[src/rtl/sum_processor.sv]
// -----------------------------------------------------------------------------
// sum_processor
//
// Small dedicated processor that computes the triangular sum 1 + 2 + ... + n
// of an unsigned operand. A four-state controller (IDLE/TEST/ADD/DONE) drives
// a datapath made of an n register, a sum register, a sticky overflow flag, a
// WIDTH+1-bit adder and a WIDTH-bit 2-to-1 mux that selects the next sum
// value (zero on load, adder output on ADD).
//
// Ports:
//   clk    - system clock, rising edge
//   rst_n  - asynchronous active-low reset
//   start  - computation request, only looked at in IDLE
//   n_in   - unsigned operand, captured on the edge that accepts start
//   sum    - result register, modulo 2^WIDTH
//   ovf    - sticky overflow, set if any addition carried out of WIDTH bits
//   busy   - high whenever the controller is not in IDLE
//   done   - one-cycle pulse while the controller is in DONE
//
// Latency: for operand n the controller spends 2n + 2 cycles outside IDLE
// (n TEST/ADD pairs, a final TEST and one DONE cycle).
// -----------------------------------------------------------------------------
module sum_processor #(
    parameter int WIDTH = 8
) (
    input  logic             clk,
    input  logic             rst_n,
    input  logic             start,
    input  logic [WIDTH-1:0] n_in,
    output logic [WIDTH-1:0] sum,
    output logic             ovf,
    output logic             busy,
    output logic             done
);

    typedef enum logic [1:0] {
        IDLE = 2'd0,
        TEST = 2'd1,
        ADD  = 2'd2,
        DONE = 2'd3
    } state_t;

    localparam logic [WIDTH-1:0] ONE = WIDTH'(1);

    state_t           state_reg;
    state_t           state_next;
    logic [WIDTH-1:0] n_reg;
    logic             load;
    logic             add_en;
    logic             n_zero;
    logic [WIDTH:0]   add_result;
    logic [WIDTH-1:0] sum_next;

    // ------------------------------------------------------------------
    // Datapath combinational logic
    // ------------------------------------------------------------------
    assign n_zero     = ~(|n_reg);
    assign add_result = {1'b0, sum} + {1'b0, n_reg};

    // Per-bit 2-to-1 mux feeding the sum register: zero on load, adder
    // output otherwise. The register only updates when load or add_en is
    // asserted, so the mux output is irrelevant in other states.
    generate
        for (genvar gi = 0; gi < WIDTH; gi++) begin : g_sum_mux
            assign sum_next[gi] = load ? 1'b0 : add_result[gi];
        end
    endgenerate

    // ------------------------------------------------------------------
    // Controller: state register
    // ------------------------------------------------------------------
    always_ff @(posedge clk or negedge rst_n) begin
        if (!rst_n) begin
            state_reg <= IDLE;
        end else begin
            state_reg <= state_next;
        end
    end

    // ------------------------------------------------------------------
    // Controller: next state and control outputs. busy/done depend only on
    // the registered state, never on start.
    // ------------------------------------------------------------------
    always_comb begin
        state_next = state_reg;
        load       = 1'b0;
        add_en     = 1'b0;
        busy       = (state_reg != IDLE);
        done       = (state_reg == DONE);
        case (state_reg)
            IDLE: begin
                if (start) begin
                    load       = 1'b1;
                    state_next = TEST;
                end
            end
            TEST: begin
                state_next = n_zero ? DONE : ADD;
            end
            ADD: begin
                add_en     = 1'b1;
                state_next = TEST;
            end
            DONE: begin
                state_next = IDLE;
            end
            default: begin
                state_next = IDLE;
            end
        endcase
    end

    // ------------------------------------------------------------------
    // Datapath registers. ADD is only reachable with n_reg != 0, so the
    // decrement can never wrap below zero.
    // ------------------------------------------------------------------
    always_ff @(posedge clk or negedge rst_n) begin
        if (!rst_n) begin
            n_reg <= '0;
            sum   <= '0;
            ovf   <= 1'b0;
        end else if (load) begin
            n_reg <= n_in;
            sum   <= sum_next;
            ovf   <= 1'b0;
        end else if (add_en) begin
            n_reg <= n_reg - ONE;
            sum   <= sum_next;
            ovf   <= ovf | add_result[WIDTH];
        end
    end

endmodule
[config.mk]
export PLATFORM = sky130hd
export DESIGN_NAME = sum_processor
export DESIGN_NICKNAME = d
export VERILOG_FILES = /design/src/rtl/sum_processor.sv
export SDC_FILE = /design/constraint.sdc
export NUM_CORES = 1
export LEC_CHECK = 0
export ABC_CLOCK_PERIOD_IN_PS = 1800
export CAP_MARGIN = 20
export CORE_AREA = 5 5 53 55
export DETAILED_ROUTE_END_ITERATION = 8
export DIE_AREA = 0 0 58 60
export DONT_BUFFER_PORTS = 1
export MAX_ROUTING_LAYER = met4
export PLACE_DENSITY = 0.7
export SLEW_MARGIN = 25
export SYNTH_ARGS = -nofsm -noshare
export SYNTH_HDL_FRONTEND = slang
export SYNTH_SLANG_ARGS = --single-unit
[constraint.sdc]
create_clock -name clk -period 1.8 [get_ports clk]
set_input_delay 0.36 -clock clk [delete_from_list [all_inputs] [get_ports clk]]
set_output_delay 0.36 -clock clk [all_outputs]
set_load 0.02 [all_outputs]
Yosys cells after proc, flatten, opt, wreduce, memory -nomap -nowiden
Cells that the tools add are included.
Operators by class
  add/sub/neg operators: 2
  eq/ne operators: 4
  multiplexer cells: 20
  bitwise logic cells: 1
  reductions and logical operators: 4
Operators by type and width (count)
  2-to-1 mux 8 bit: 4
  2-to-1 mux 1 bit: 14
  adder 8 x 8 -> 9 bit: 1
  one-hot mux 2 bit (4 select lines): 1
  OR reduction 8 bit: 1
  subtractor 8 x 1 -> 8 bit (second input constant): 1
  equality test 2 bit (second input constant): 2
  nonzero test 2 bit: 2
  equality test 2 x 1 -> 1 bit (second input constant): 1
  zero test 2 bit: 1
  2-to-1 mux 2 bit: 1
  != test 2 bit (second input constant): 1
  OR 1 bit: 1
Word-level totals
  flip-flop bits (word level): 19
  bits of input ports: 11
  logic and storage cells: 35

Logic depth before layout (Yosys ltp)
  depth in word-level cells: 5
  depth in mapped cells: 7
  depth with buffers taken out: 7

Worst setup path after synthesis
OpenSTA, ideal clock, no wires.
  kind: reg-to-reg
  from: reg sum[0]
  to: reg sum[6]
  library setup time: 131 ps
  data arrival time: 1873 ps
  slack: -204 ps
  stages on the path, launching flop included: 8
  path through: dfrtp_1 > ha_1 > fa_1 > a21o_1 > a31o_1 > a21oi_1 > xnor2_1 > o21ai_1
On the way
  word-level cells in the longest chain between the ends: 4
Ends and longest elaborated chain
  from (decl): RTL line 30  | output logic [WIDTH-1:0] sum,
  from (signal assigned): RTL line 124  | sum <= sum_next;
  from (signal assigned): RTL line 128  | sum <= sum_next;
  adder 8 x 8 -> 9 bit (*): RTL line 58  | assign add_result = {1'b0, sum} + {1'b0, n_reg};
  2-to-1 mux 1 bit (*): RTL line 65  | assign sum_next[gi] = load ? 1'b0 : add_result[gi];
  2-to-1 mux 8 bit: RTL line 126  | end else if (add_en) begin
  2-to-1 mux 8 bit (*): RTL line 122  | end else if (load) begin
Mark *: on every way between the ends. The rest lies on a longest branch, timed or not. The select of a mux whose other input is x is not followed.
A chain may end at the register's enable or synchronous reset.

Worst setup path in the final report
Ends and elaborated chain as after synthesis.

==> impl_metrics.xml <==
<?xml version="1.0" encoding="UTF-8"?>
<metrics>
  <group name="yosys">
    <metric name="synth_top_family_by_area" unit="">simple AND/OR/NAND/NOR gates</metric>
    <metric name="yosys.area.top_type" unit="">sky130_fd_sc_hd__dfrtp_1</metric>
    <metric name="synth_fa_ha_area_share" unit="%">12.12</metric>
    <metric name="synthFlopType" unit="">sky130_fd_sc_hd__dfrtp_1</metric>
    <metric name="synth.yosys.seq_area_share" unit="%">39.71</metric>
    <metric name="synth-simple-area-share" unit="%">18.50</metric>
    <metric name="synth_largest_type_area_fraction" unit="%">39.71</metric>
    <metric name="postSynthRegisterBits" unit="">19</metric>
    <metric name="yosys-top-cells-area" unit="">sky130_fd_sc_hd__dfrtp_1 40%, sky130_fd_sc_hd__ha_1 10%, sky130_fd_sc_hd__xnor2_1 5.1%</metric>
    <metric name="synth_area" unit="sq mm">0.001197</metric>
    <metric name="synth_compound_area_share" unit="%">17.14</metric>
    <metric name="ys_async_sr_fraction" unit="%">100.0</metric>
    <metric name="synth_cells" unit="">130</metric>
    <metric name="syn_nets" unit="">152</metric>
    <metric name="syn_area_per_cell" unit="sq um">9.211</metric>
    <metric name="synth_cell_types" unit="">32</metric>
    <metric name="xor_xnor_share_of_the_synthesized_area" unit="%">8.777</metric>
    <metric name="post_synth_edffs" unit="">0</metric>
    <metric name="yosysWarnings" unit="">0</metric>
    <metric name="synth.area.mux_share" unit="%">0</metric>
  </group>
  <group name="global_routing">
    <metric name="initial_antenna_violation_count" unit="">0</metric>
    <metric name="first_global_vias" unit="">1058</metric>
    <metric name="grt_first_pass_wirelength" unit="mm">4.671</metric>
    <metric name="grt_usage" unit="%">18.27</metric>
    <metric name="grt_max_degree" unit="">24</metric>
    <metric name="grt.overflow.total" unit="">0</metric>
  </group>
  <group name="timing">
    <metric name="crit_path_time_final" unit="ns">1.818</metric>
    <metric name="final_hold_viol_count" unit="">19</metric>
    <metric name="timing_max_transition_violations_final" unit="">0</metric>
    <metric name="maxSlewHeadroom" unit="%">70.33</metric>
    <metric name="fin_setup_tns" unit="ns">-0.02130</metric>
    <metric name="skew" unit="ns">0.008619</metric>
    <metric name="max_freq" unit="MHz">550.2</metric>
    <metric name="min_period_over_period" unit="%">101.0</metric>
    <metric name="final.setup.worst_slack" unit="ns">-0.01764</metric>
    <metric name="worst_hold_slack" unit="ns">-0.02344</metric>
    <metric name="rsz0062_at_grt" unit="">true</metric>
    <metric name="timing.final.setup_violations" unit="">2</metric>
    <metric name="tightestPinTransition" unit="ns">0.4451</metric>
  </group>
  <group name="outcome">
    <metric name="failed_checks" unit="">hold timing, setup timing</metric>
    <metric name="status" unit="">complete, but fails checks</metric>
  </group>
  <group name="power_and_ir_drop">
    <metric name="irDropWorstVdd" unit="uV">367.2</metric>
    <metric name="power.leakage" unit="nW">0.5935</metric>
    <metric name="power-per-cell-area" unit="mW/mm^2">469.7</metric>
  </group>
  <group name="route">
    <metric name="avgViaCountPerCell" unit="">5.607</metric>
    <metric name="routed-via-count" unit="">998</metric>
    <metric name="remaining_drc_errors" unit="">0</metric>
    <metric name="detail_route.iter0.violations" unit="">10</metric>
    <metric name="antenna_violating_nets_post_route" unit="">0</metric>
    <metric name="drt-total-wl" unit="mm">2.734</metric>
    <metric name="drt_first_pass_iters" unit="">4</metric>
    <metric name="detail_route.wl_per_cell" unit="um">15.36</metric>
  </group>
  <group name="layout">
    <metric name="highest_count_cells_in_the_layout_ignoring_fill_and_taps" unit="">18 x sky130_fd_sc_hd__dfrtp_1, 17 x sky130_fd_sc_hd__buf_4, 14 x sky130_fd_sc_hd__nor2_1</metric>
    <metric name="area_delta_synth_final" unit="%">17.24</metric>
    <metric name="layout.cells.most_common" unit="">sky130_fd_sc_hd__dfrtp_1</metric>
    <metric name="final_util" unit="%">59.94</metric>
    <metric name="layout-drive-gt1-share" unit="%">20.27</metric>
    <metric name="multi_input_area" unit="sq um">708.2</metric>
    <metric name="storage_cell_area" unit="sq um">476.7</metric>
    <metric name="layoutNonFillerInstCount" unit="">178</metric>
    <metric name="fill_cells" unit="">227</metric>
    <metric name="antenna_cells" unit="">0</metric>
    <metric name="finalInstanceArea" unit="sq mm">0.001404</metric>
    <metric name="final_nets" unit="">171</metric>
  </group>
  <group name="worst_setup_path">
    <metric name="crit_end_category" unit="">register</metric>
    <metric name="crit_fanout" unit="">2</metric>
    <metric name="ff2ff_path_depth" unit="">7</metric>
    <metric name="timing.rr.end" unit="">sum[6]</metric>
    <metric name="arrival" unit="ns">2.02</metric>
    <metric name="crit_path_start_kind" unit="">register</metric>
    <metric name="worstPathRequired" unit="ns">2.00</metric>
    <metric name="setup.reg_to_reg.worst_slack" unit="ns">-0.02</metric>
    <metric name="crit_type" unit="">register to register</metric>
    <metric name="timing.rr.start" unit="">sum[0]</metric>
  </group>
  <group name="clocking">
    <metric name="htree_num_levels" unit="">1</metric>
    <metric name="cts_tree" unit="">yes</metric>
    <metric name="max-clock-path-buffers" unit="">2</metric>
    <metric name="clock_sink_count" unit="">19</metric>
    <metric name="cts_root_buf" unit="">sky130_fd_sc_hd__clkbuf_4</metric>
    <metric name="insertion_delay" unit="ns">0.30</metric>
    <metric name="cts-buffers-inserted" unit="">3</metric>
    <metric name="clkSlewWorstSetupHoldPaths" unit="ns">0.11</metric>
  </group>
  <group name="floorplanning">
    <metric name="start_util" unit="%">51.12</metric>
    <metric name="design.die.area" unit="sq mm">0.003480</metric>
    <metric name="die_width" unit="um">58</metric>
    <metric name="design.core.area" unit="sq mm">0.002342</metric>
    <metric name="die-height" unit="um">60</metric>
    <metric name="fp-row-count" unit="">18</metric>
    <metric name="ioPinCount" unit="">22</metric>
  </group>
  <group name="job">
    <metric name="cap_viol_max_count" unit="">0</metric>
  </group>
  <group name="hold_path">
    <metric name="hp-class" unit="">primary input to async pin</metric>
  </group>
  <group name="place">
    <metric name="place_area" unit="sq mm">0.001338</metric>
    <metric name="placedCellCount" unit="">170</metric>
    <metric name="post-dp-hpwl" unit="mm">2.016</metric>
    <metric name="gp_routability_congestion" unit="">0.8491</metric>
    <metric name="placement.io_buffers" unit="">0</metric>
  </group>
</metrics>
## critical path, stage by stage (launching register included)
cell and delay (ns):
sky130_fd_sc_hd__dfrtp_2 0.44, sky130_fd_sc_hd__ha_4 0.17, sky130_fd_sc_hd__fa_2 0.36, sky130_fd_sc_hd__a21o_1 0.19, sky130_fd_sc_hd__a31o_1 0.19, sky130_fd_sc_hd__a21oi_2 0.15
sky130_fd_sc_hd__xnor2_1 0.13, sky130_fd_sc_hd__o21ai_1 0.08
## synth_stat cells (2+ instances only)
| cell | count |
|---|---|
| sky130_fd_sc_hd__nor3_2 | 2 |
| sky130_fd_sc_hd__xor2_1 | 5 |
| sky130_fd_sc_hd__ha_1 | 10 |
| sky130_fd_sc_hd__xnor2_1 | 7 |
| sky130_fd_sc_hd__nand2_1 | 9 |
| sky130_fd_sc_hd__o21ai_0 | 11 |
| sky130_fd_sc_hd__o21ai_1 | 2 |
| sky130_fd_sc_hd__a21o_1 | 3 |
| sky130_fd_sc_hd__a21oi_1 | 11 |
| sky130_fd_sc_hd__nand3_1 | 8 |
| sky130_fd_sc_hd__dfrtp_1 | 19 |
| sky130_fd_sc_hd__clkbuf_1 | 2 |
| sky130_fd_sc_hd__inv_1 | 6 |
| sky130_fd_sc_hd__nor3_1 | 3 |
| sky130_fd_sc_hd__a211oi_1 | 2 |
| sky130_fd_sc_hd__nor2_1 | 14 |
## worst max path at each step
| stage | slack, ns | depth (start not counted) | startpoint | endpoint |
|---|---|---|---|---|
| after floorplan | -0.01 | 7 | sum[0] | ovf |
| after global placement | 0.02 | 7 | sum[0] | ovf |
| after detailed placement | -0.03 | 7 | n_reg[0] | ovf |
| after CTS | -0.04 | 7 | sum[0] | ovf |
| after global routing | -0.20 | 6 | sum[2] | sum[5] |
| final | -0.02 | 7 | sum[0] | sum[6] |
## metal layers
layer / vias up / GRT usage, % / routed length, um
met3: 4 / 2.808 / 139
met1: 475 / 20.83 / 1137
li1: 493 / - / -
met4: 0 / 8.940 / 39
met2: 26 / 31.29 / 1418
met5: - / - / 0
## through the flow
stage / power (mW) / worst slack (ns)
after floorplan: 0.4366 / -0.01212
after global placement: 0.4370 / 0.01741
after detailed placement: 0.4369 / -0.03416
after CTS: 0.6686 / -0.03772
after global routing: 0.6877 / -0.1962
final: 0.6594 / -0.01764
## report_power, final
group	switching, mW	internal [mW]
combinational	0.00971	0.00152
sequential	0	0.427
clock	0.135	0.0865
total	0.145	0.515
## layout make-up
type	instances	area share, %
multi-input cells	101	50.45
flip-flops and latches	19	33.96
repair buffers	18	9.447
well taps	30	2.674
clock buffers	4	1.872
inverters	6	1.604
## cells by family (layout without fill, tap and decap cells)
logic type	after synthesis	in the layout
fa+ha+maj	11	11
xor+xnor	12	12
flops	19	19
buf+inv	10	28
compound gates	35	35
simple gates	43	43
## timing repair
| item | in CTS | in global routing |
|---|---|---|
| gates resized for setup | 1 | 1 |
| hold endpoints to repair | 19 | 0 |
| setup endpoints to repair | 3 | 3 |
| buffers inserted | 1 | 2 |
| hold buffers | 1 | 0 |
| pin swaps | 5 | 4 |
Power figures use the tool's default switching activity.
